[src/rtl/ov7670_capture_scaled.sv]
// OV7670 byte-pair capture: assembles 12-bit pixels, decimates by 2^ds in x/y, writes a linear frame buffer.
// Optional CAPTURE_HAVG_EN: horizontal box average over each 2^ds run instead of point sampling.
module ov7670_capture_scaled #(
  parameter int unsigned WIDTH  = 640,
  parameter int unsigned HEIGHT = 480,
  parameter int unsigned ADDR_W = 19,
  parameter int unsigned DATA_W = 12,
  parameter int unsigned MAX_DS = 3
) (
  input  logic              pclk,
  input  logic              rst_n,
  input  logic              vsync,
  input  logic              href,
  input  logic [7:0]        din,
  input  logic              capture_en,
  input  logic [1:0]        mode,
  input  logic [1:0]        ds,
  output logic [ADDR_W-1:0] addr,
  output logic [DATA_W-1:0] dout,
  output logic              we,
  output logic              frame_done,
  output logic              overflow,
  output logic [9:0]        line_cnt
);

  localparam int unsigned COL_W = $clog2(WIDTH + 1);
  localparam int unsigned ROW_W = $clog2(HEIGHT + 1);
  localparam int unsigned CNT_W = ADDR_W + 1;
  localparam logic [1:0]  DS_MAX = (MAX_DS > 3) ? 2'd3 : 2'(MAX_DS);

  localparam logic [1:0] S_IDLE    = 2'd0;
  localparam logic [1:0] S_WAIT_VS = 2'd1;
  localparam logic [1:0] S_ACTIVE  = 2'd2;
  localparam logic [1:0] S_DONE    = 2'd3;

  logic [1:0]        r_state;
  logic              r_vsync_d;
  logic              r_href_d;
  logic              r_phase;
  logic [7:0]        r_b0;
  logic [1:0]        r_mode;
  logic [1:0]        r_ds;
  logic [CNT_W-1:0]  r_limit;
  logic [CNT_W-1:0]  r_count;
  logic [COL_W-1:0]  r_col;
  logic [ROW_W-1:0]  r_row;
  logic [ADDR_W-1:0] r_addr;
  logic [DATA_W-1:0] r_dout;
  logic              r_we;
  logic              r_overflow;
  logic [9:0]        r_line_cnt;

  logic              w_vs_rise;
  logic              w_vs_fall;
  logic              w_href_fall;
  logic              w_pix_stb;
  logic [1:0]        w_ds_clamp;
  logic [COL_W-1:0]  w_cmask;
  logic [ROW_W-1:0]  w_rmask;
  logic              w_in_range;
  logic              w_keep;
  logic [DATA_W-1:0] w_pix;

  function automatic logic [CNT_W-1:0] f_limit(input logic [1:0] d);
    int unsigned w_cols;
    int unsigned w_rows;
    w_cols = WIDTH >> d;
    w_rows = HEIGHT >> d;
    return CNT_W'(w_cols * w_rows);
  endfunction

  assign w_vs_rise   = vsync & ~r_vsync_d;
  assign w_vs_fall   = ~vsync & r_vsync_d;
  assign w_href_fall = ~href & r_href_d;
  assign w_pix_stb   = (r_state == S_ACTIVE) && href && r_phase && !w_vs_rise;
  assign w_ds_clamp  = (ds > DS_MAX) ? DS_MAX : ds;
  assign w_cmask     = ~({COL_W{1'b1}} << r_ds);
  assign w_rmask     = ~({ROW_W{1'b1}} << r_ds);
  assign w_in_range  = (r_col < COL_W'(WIDTH)) && (r_row < ROW_W'(HEIGHT));

`ifdef CAPTURE_HAVG_EN
  logic [10:0] r_acc0;
  logic [6:0]  r_acc1;
  logic [6:0]  r_acc2;
  logic [10:0] w_c0;
  logic [6:0]  w_c1;
  logic [6:0]  w_c2;
  logic [10:0] w_sum0;
  logic [6:0]  w_sum1;
  logic [6:0]  w_sum2;
  logic [7:0]  w_avg0;
  logic [3:0]  w_avg1;
  logic [3:0]  w_avg2;
  logic        w_run_first;

  assign w_run_first = ((r_col & w_cmask) == '0);

  always_comb begin
    w_c0 = '0;
    w_c1 = '0;
    w_c2 = '0;
    case (r_mode)
      2'd1: begin
        w_c0 = 11'(r_b0[7:4]);
        w_c1 = 7'({r_b0[2:0], din[7]});
        w_c2 = 7'(din[4:1]);
      end
      2'd2:    w_c0 = 11'(r_b0);
      default: begin
        w_c0 = 11'(r_b0[7:4]);
        w_c1 = 7'(r_b0[7:4]);
        w_c2 = 7'(r_b0[7:4]);
      end
    endcase
    w_sum0 = w_run_first ? w_c0 : r_acc0 + w_c0;
    w_sum1 = w_run_first ? w_c1 : r_acc1 + w_c1;
    w_sum2 = w_run_first ? w_c2 : r_acc2 + w_c2;
    w_avg0 = 8'(w_sum0 >> r_ds);
    w_avg1 = 4'(w_sum1 >> r_ds);
    w_avg2 = 4'(w_sum2 >> r_ds);
    case (r_mode)
      2'd1:    w_pix = {w_avg0[3:0], w_avg1, w_avg2};
      2'd2:    w_pix = {4'h0, w_avg0};
      default: w_pix = {w_avg0[3:0], w_avg0[3:0], w_avg0[3:0]};
    endcase
  end

  // Write on the last pixel of a run; a run cut short by line end never reaches it.
  assign w_keep = w_in_range && ((r_col & w_cmask) == w_cmask) && ((r_row & w_rmask) == '0);

  always_ff @(posedge pclk or negedge rst_n) begin
    if (!rst_n) begin
      r_acc0 <= '0;
      r_acc1 <= '0;
      r_acc2 <= '0;
    end else if (w_pix_stb) begin
      r_acc0 <= w_sum0;
      r_acc1 <= w_sum1;
      r_acc2 <= w_sum2;
    end
  end
`else
  always_comb begin
    case (r_mode)
      2'd1:    w_pix = {r_b0[7:4], r_b0[2:0], din[7], din[4:1]};
      2'd2:    w_pix = {4'h0, r_b0};
      default: w_pix = {r_b0[7:4], r_b0[7:4], r_b0[7:4]};
    endcase
  end

  assign w_keep = w_in_range && ((r_col & w_cmask) == '0) && ((r_row & w_rmask) == '0);
`endif

  always_ff @(posedge pclk or negedge rst_n) begin
    if (!rst_n) begin
      r_state    <= S_IDLE;
      r_vsync_d  <= 1'b0;
      r_href_d   <= 1'b0;
      r_phase    <= 1'b0;
      r_b0       <= '0;
      r_mode     <= '0;
      r_ds       <= '0;
      r_limit    <= '0;
      r_count    <= '0;
      r_col      <= '0;
      r_row      <= '0;
      r_addr     <= '0;
      r_dout     <= '0;
      r_we       <= 1'b0;
      r_overflow <= 1'b0;
      r_line_cnt <= '0;
    end else begin
      r_vsync_d <= vsync;
      r_href_d  <= href;
      r_phase   <= href ? ~r_phase : 1'b0;
      if (href && !r_phase) r_b0 <= din;
      r_we <= 1'b0;
      case (r_state)
        S_IDLE: if (vsync) r_state <= S_WAIT_VS;
        S_WAIT_VS: begin
          if (w_vs_fall && capture_en) begin
            r_state    <= S_ACTIVE;
            r_mode     <= mode;
            r_ds       <= w_ds_clamp;
            r_limit    <= f_limit(w_ds_clamp);
            r_count    <= '0;
            r_addr     <= '0;
            r_col      <= '0;
            r_row      <= '0;
            r_line_cnt <= '0;
            r_overflow <= 1'b0;
          end
        end
        S_ACTIVE: begin
          if (w_vs_rise) begin
            r_state <= S_DONE;
          end else begin
            if (w_pix_stb) begin
              if (r_col != '1) r_col <= r_col + 1'b1;
              if (w_keep) begin
                if (r_count == r_limit) begin
                  r_overflow <= 1'b1;
                end else begin
                  r_we    <= 1'b1;
                  r_addr  <= r_count[ADDR_W-1:0];
                  r_dout  <= w_pix;
                  r_count <= r_count + 1'b1;
                end
              end
            end
            if (w_href_fall) begin
              r_col <= '0;
              if (r_row != '1) r_row <= r_row + 1'b1;
              if (r_line_cnt != '1) r_line_cnt <= r_line_cnt + 1'b1;
            end
          end
        end
        S_DONE:  r_state <= S_WAIT_VS;
        default: r_state <= S_IDLE;
      endcase
    end
  end

  assign addr       = r_addr;
  assign dout       = r_dout;
  assign we         = r_we;
  assign frame_done = (r_state == S_DONE);
  assign overflow   = r_overflow;
  assign line_cnt   = r_line_cnt;

endmodule
[config.mk]
export PLATFORM = sky130hd
export DESIGN_NAME = ov7670_capture_scaled
export DESIGN_NICKNAME = d
export VERILOG_FILES = /design/src/rtl/ov7670_capture_scaled.sv
export SDC_FILE = /design/constraint.sdc
export NUM_CORES = 1
export LEC_CHECK = 0
export CAP_MARGIN = 20
export CORE_MARGIN = 4
export CORE_UTILIZATION = 45
export DETAILED_ROUTE_END_ITERATION = 8
export GPL_TIMING_DRIVEN = 0
export PLACE_DENSITY = 0.76
export SLEW_MARGIN = 25
export SYNTH_ARGS = -nofsm -noshare
export SYNTH_HDL_FRONTEND = slang
export SYNTH_SLANG_ARGS = --single-unit
[constraint.sdc]
create_clock -name pclk -period 3.2 [get_ports pclk]
set_clock_uncertainty 0.1 [all_clocks]
set_input_delay 0.64 -clock pclk [delete_from_list [all_inputs] [get_ports pclk]]
set_output_delay 0.64 -clock pclk [all_outputs]
set_load 0.005 [all_outputs]
==> reports/results.txt <==
Final nets - 783
DP HPWL - 10780 um
CP arrival - 3520 ps
Reg power frac - 40.0%
Worst-margin pin slew - 608.4 ps
Mapped cell area - 0.006191 sq mm
GPL Wtd Cong - 0.9221
Area of the multi-input gates - 0.003372 sq mm
Antenna violations before repair - 0
Crit-path cells - buf_12 > clkinvlp_4 > ha_4 > and2_4 > buf_4 > ha_4 > ha_1 > inv_2 > fa_2 > inv_2 > ha_4 > ha_4 > nor2_1 > o31ai_4 > a21oi_2 > xnor2_1 > o21ai_1
CTS H-tree depth - 3
Sequential fraction of the synthesis area - 44.06%
Design Power - 0.004366 W
Crit path kind - in2reg
Core area - 0.01335 sq mm
Final setup vio count - 2
Pleak - 3.391 nW
Die Y - 125.3 um
Crit path max-delay cell type - fa_2
Largest stage delay on the critical path - 390 ps
Hold Path Class - in2async
Initial DRT Pass Iterations - 5
Pwr/cell area - 566.7 mW/mm^2
Rows - 42
Synthesized area per cell - 9.643 sq um
Clk network pwr share - 26.7%
Hold Fails Final Rpt - 0
WP data required - 3320 ps
Skew-Pair Late Insertion Delay - 360 ps
Ys flop type - dfrtp_1
Die area - 0.01570 sq mm
Share of layout cells above drive strength 1 - 14.46%
DRC Markers - 0
Worst setup path start - ds[0]
I/O pin total - 61
Worst-path maximum fanout - 4
Violated checks - setup timing
Synth warn - 0
Yosys reg bits - 109
Routed WL - 14790 um
Internal - 0.002855 W
Root buf cell - clkbuf_16
Min cycle time layout - 3402 ps
Switch Pwr - 0.001511 W
Detail Route Antenna Nets - 0
Max_slew headroom - 59.44%
Grt total ovfl - 0
Unrepaired setup endpoints after global routing - true
Synth-to-layout area growth - 24.43%
Startpoint type of the worst setup path - primary input
Max Slew Vio Count - 0
Reg2Reg Depth - 9
CP dominant cell by count - ha_4
R2r startpoint - r_state[0]
Clock sink total - 109
CTS tree - yes
Worst IR drop on VDD - 0.2724 mV
PortBufs - 60
Global-route wire length before repair - 25430 um
Fill cells - 1121
Initial core utilization - 46.38%
Post-synthesis cell type count - 53
Outcome - finished with violations
Fin Hold WS - 125.0 ps
Clock tree buffer depth - 2
Initial drt markers - 381
ANT cells - 0
Final core occ - 57.71%
Worst-path clk slew - 70 ps
Gate power share - 33.3%
Tcrit/Tclk final - 106.3%
Crit. End Element - register
Via Count - 5156
Share of flip-flops with an asynchronous set or reset - 100.0%
Largest net degree at the start of global routing - 58
Vias in the first global route - 5178
Routed wire per std cell - 16.27 um
Number of synthesized flops with an enable pin - 0
Sw frac - 34.61%
Post-route setup slack - -201.9 ps
Post-place setup slack - -1511 ps
Peak Freq - 293.9 MHz
Tot GR Track Use - 19.56%
Number of buffers created by CTS - 9
Vias/cell - 5.672
Max Cap Viol - 0
Register area - 0.002728 sq mm
Chip width - 125.3 um
Cell count after synthesis - 642
Mapped Nets - 697
synth_stat cells, drive strengths merged (17+ instances only):
| cell | instances | area (sq um) |
|---|---|---|
| nor2 | 20 | 77.58 |
| nand2 | 80 | 300.3 |
| dfrtp | 109 | 2728 |
| nand4 | 18 | 112.6 |
| ha | 34 | 425.4 |
| o21ai | 45 | 225.2 |
| inv | 39 | 146.4 |
| o31ai | 17 | 127.6 |
| clkbuf | 22 | 82.58 |
| nand3 | 32 | 160.2 |
| mux2 | 25 | 281.5 |
| a21oi | 21 | 105.1 |
| mux2i | 30 | 300.3 |
sequential cells by signal (all words and copies together) (netlist names), 8 cells and up:
signal    flops
r_count      20
addr         19
dout         12
line_cnt     10
r_col        10
r_limit      10
r_row         9
r_b0          8
per-layer routing:
layer | track usage (%) | part of all wire [%] | up-vias
met5 | 0 | 0 | -
met4 | 7.398 | 2.5 | 0
met1 | 25.04 | 42 | 2521
li1 | - | - | 2468
met3 | 3.753 | 5.0 | 33
met2 | 33.00 | 50 | 134
power by group through the flow:
stage	clock network, W	registers (W)	logic [W]
after floorplan	0	0.00172	0.000923
after global placement	0	0.00175	0.00135
after detailed placement	0	0.00177	0.00142
after CTS	0.00119	0.00174	0.00144
after global routing	0.00125	0.00177	0.00163
final	0.00117	0.00175	0.00145
cell families after synthesis:
| kind of cell | count (synthesis) | synth area share, % |
|---|---|---|
| and+or+nand+nor | 235 | 19.52 |
| AOI/OAI and AO/OA | 118 | 11.86 |
| DFF | 109 | 44.06 |
| buffers and inverters | 70 | 4.588 |
| muxes | 55 | 9.398 |
| adders and majority gates | 38 | 8.165 |
| xor gates and xnor gates | 17 | 2.405 |
per-stage QoR:
| step | area [sq um] | setup TNS (ps) | std cells |
|---|---|---|---|
| global route | 7704 | -507.9 | 909 |
| finish | 7704 | -297.2 | 909 |
| global placement | 7129 | -294070 | 878 |
| CTS | 7635 | -456.3 | 908 |
| detailed placement | 7158 | -2946 | 879 |
| floorplan | 6309 | -523.3 | 642 |
layout make-up:
cell class	instances	share of cell area, %
plain buffers	31	1.917
clock inverters	4	0.7146
inverters	39	2.063
well taps	176	2.859
flip-flops and latches	109	35.41
repair buffers	75	9.940
multi-input cells	463	43.77
clock buffers	12	3.330
worst paths after layout:
path | to | slack (ps)
max in group asynchronous | addr[14] | 2240
worst min register to register | dout[1] | 410
worst min-delay path | r_row[6] | 120
min in group pclk | dout[1] | 410
worst max register to register | r_count[9] | 510
worst max-delay path | r_limit[19] | -200
repair_timing:
item / 4_1_cts / 5_1_grt
buffers inserted: 13 / 1
pin swaps: 19 / 17
endpoints found under the setup margin: 2 / 2
hold buffers: 0 / 0
gates resized for setup: 31 / 15
critical path, delay by kind of cell:
family / cells / cell delay, ps
xor+xnor: 1 / 130
fa+ha+maj: 6 / 1490
simple gates: 2 / 410
buf+inv: 5 / 500
compound gates: 3 / 360
cells in the final DEF, fill, tap and decap left out, types with 10 or more instances in the layout:
cell type          n
nand4_1           18
clkbuf_1          22
or3_1             10
xnor2_1           13
nor3_1            14
nor2_1            17
clkdlybuf4s50_1   57
ha_1              24
dfrtp_1          109
buf_4             13
mux2_2            25
inv_1             32
and3_1            14
o31ai_1           16
nand3_1           32
nand2_1           78
a21oi_1           20
mux2i_1           30
o21ai_0           39
Power figures use the tool's default switching activity.
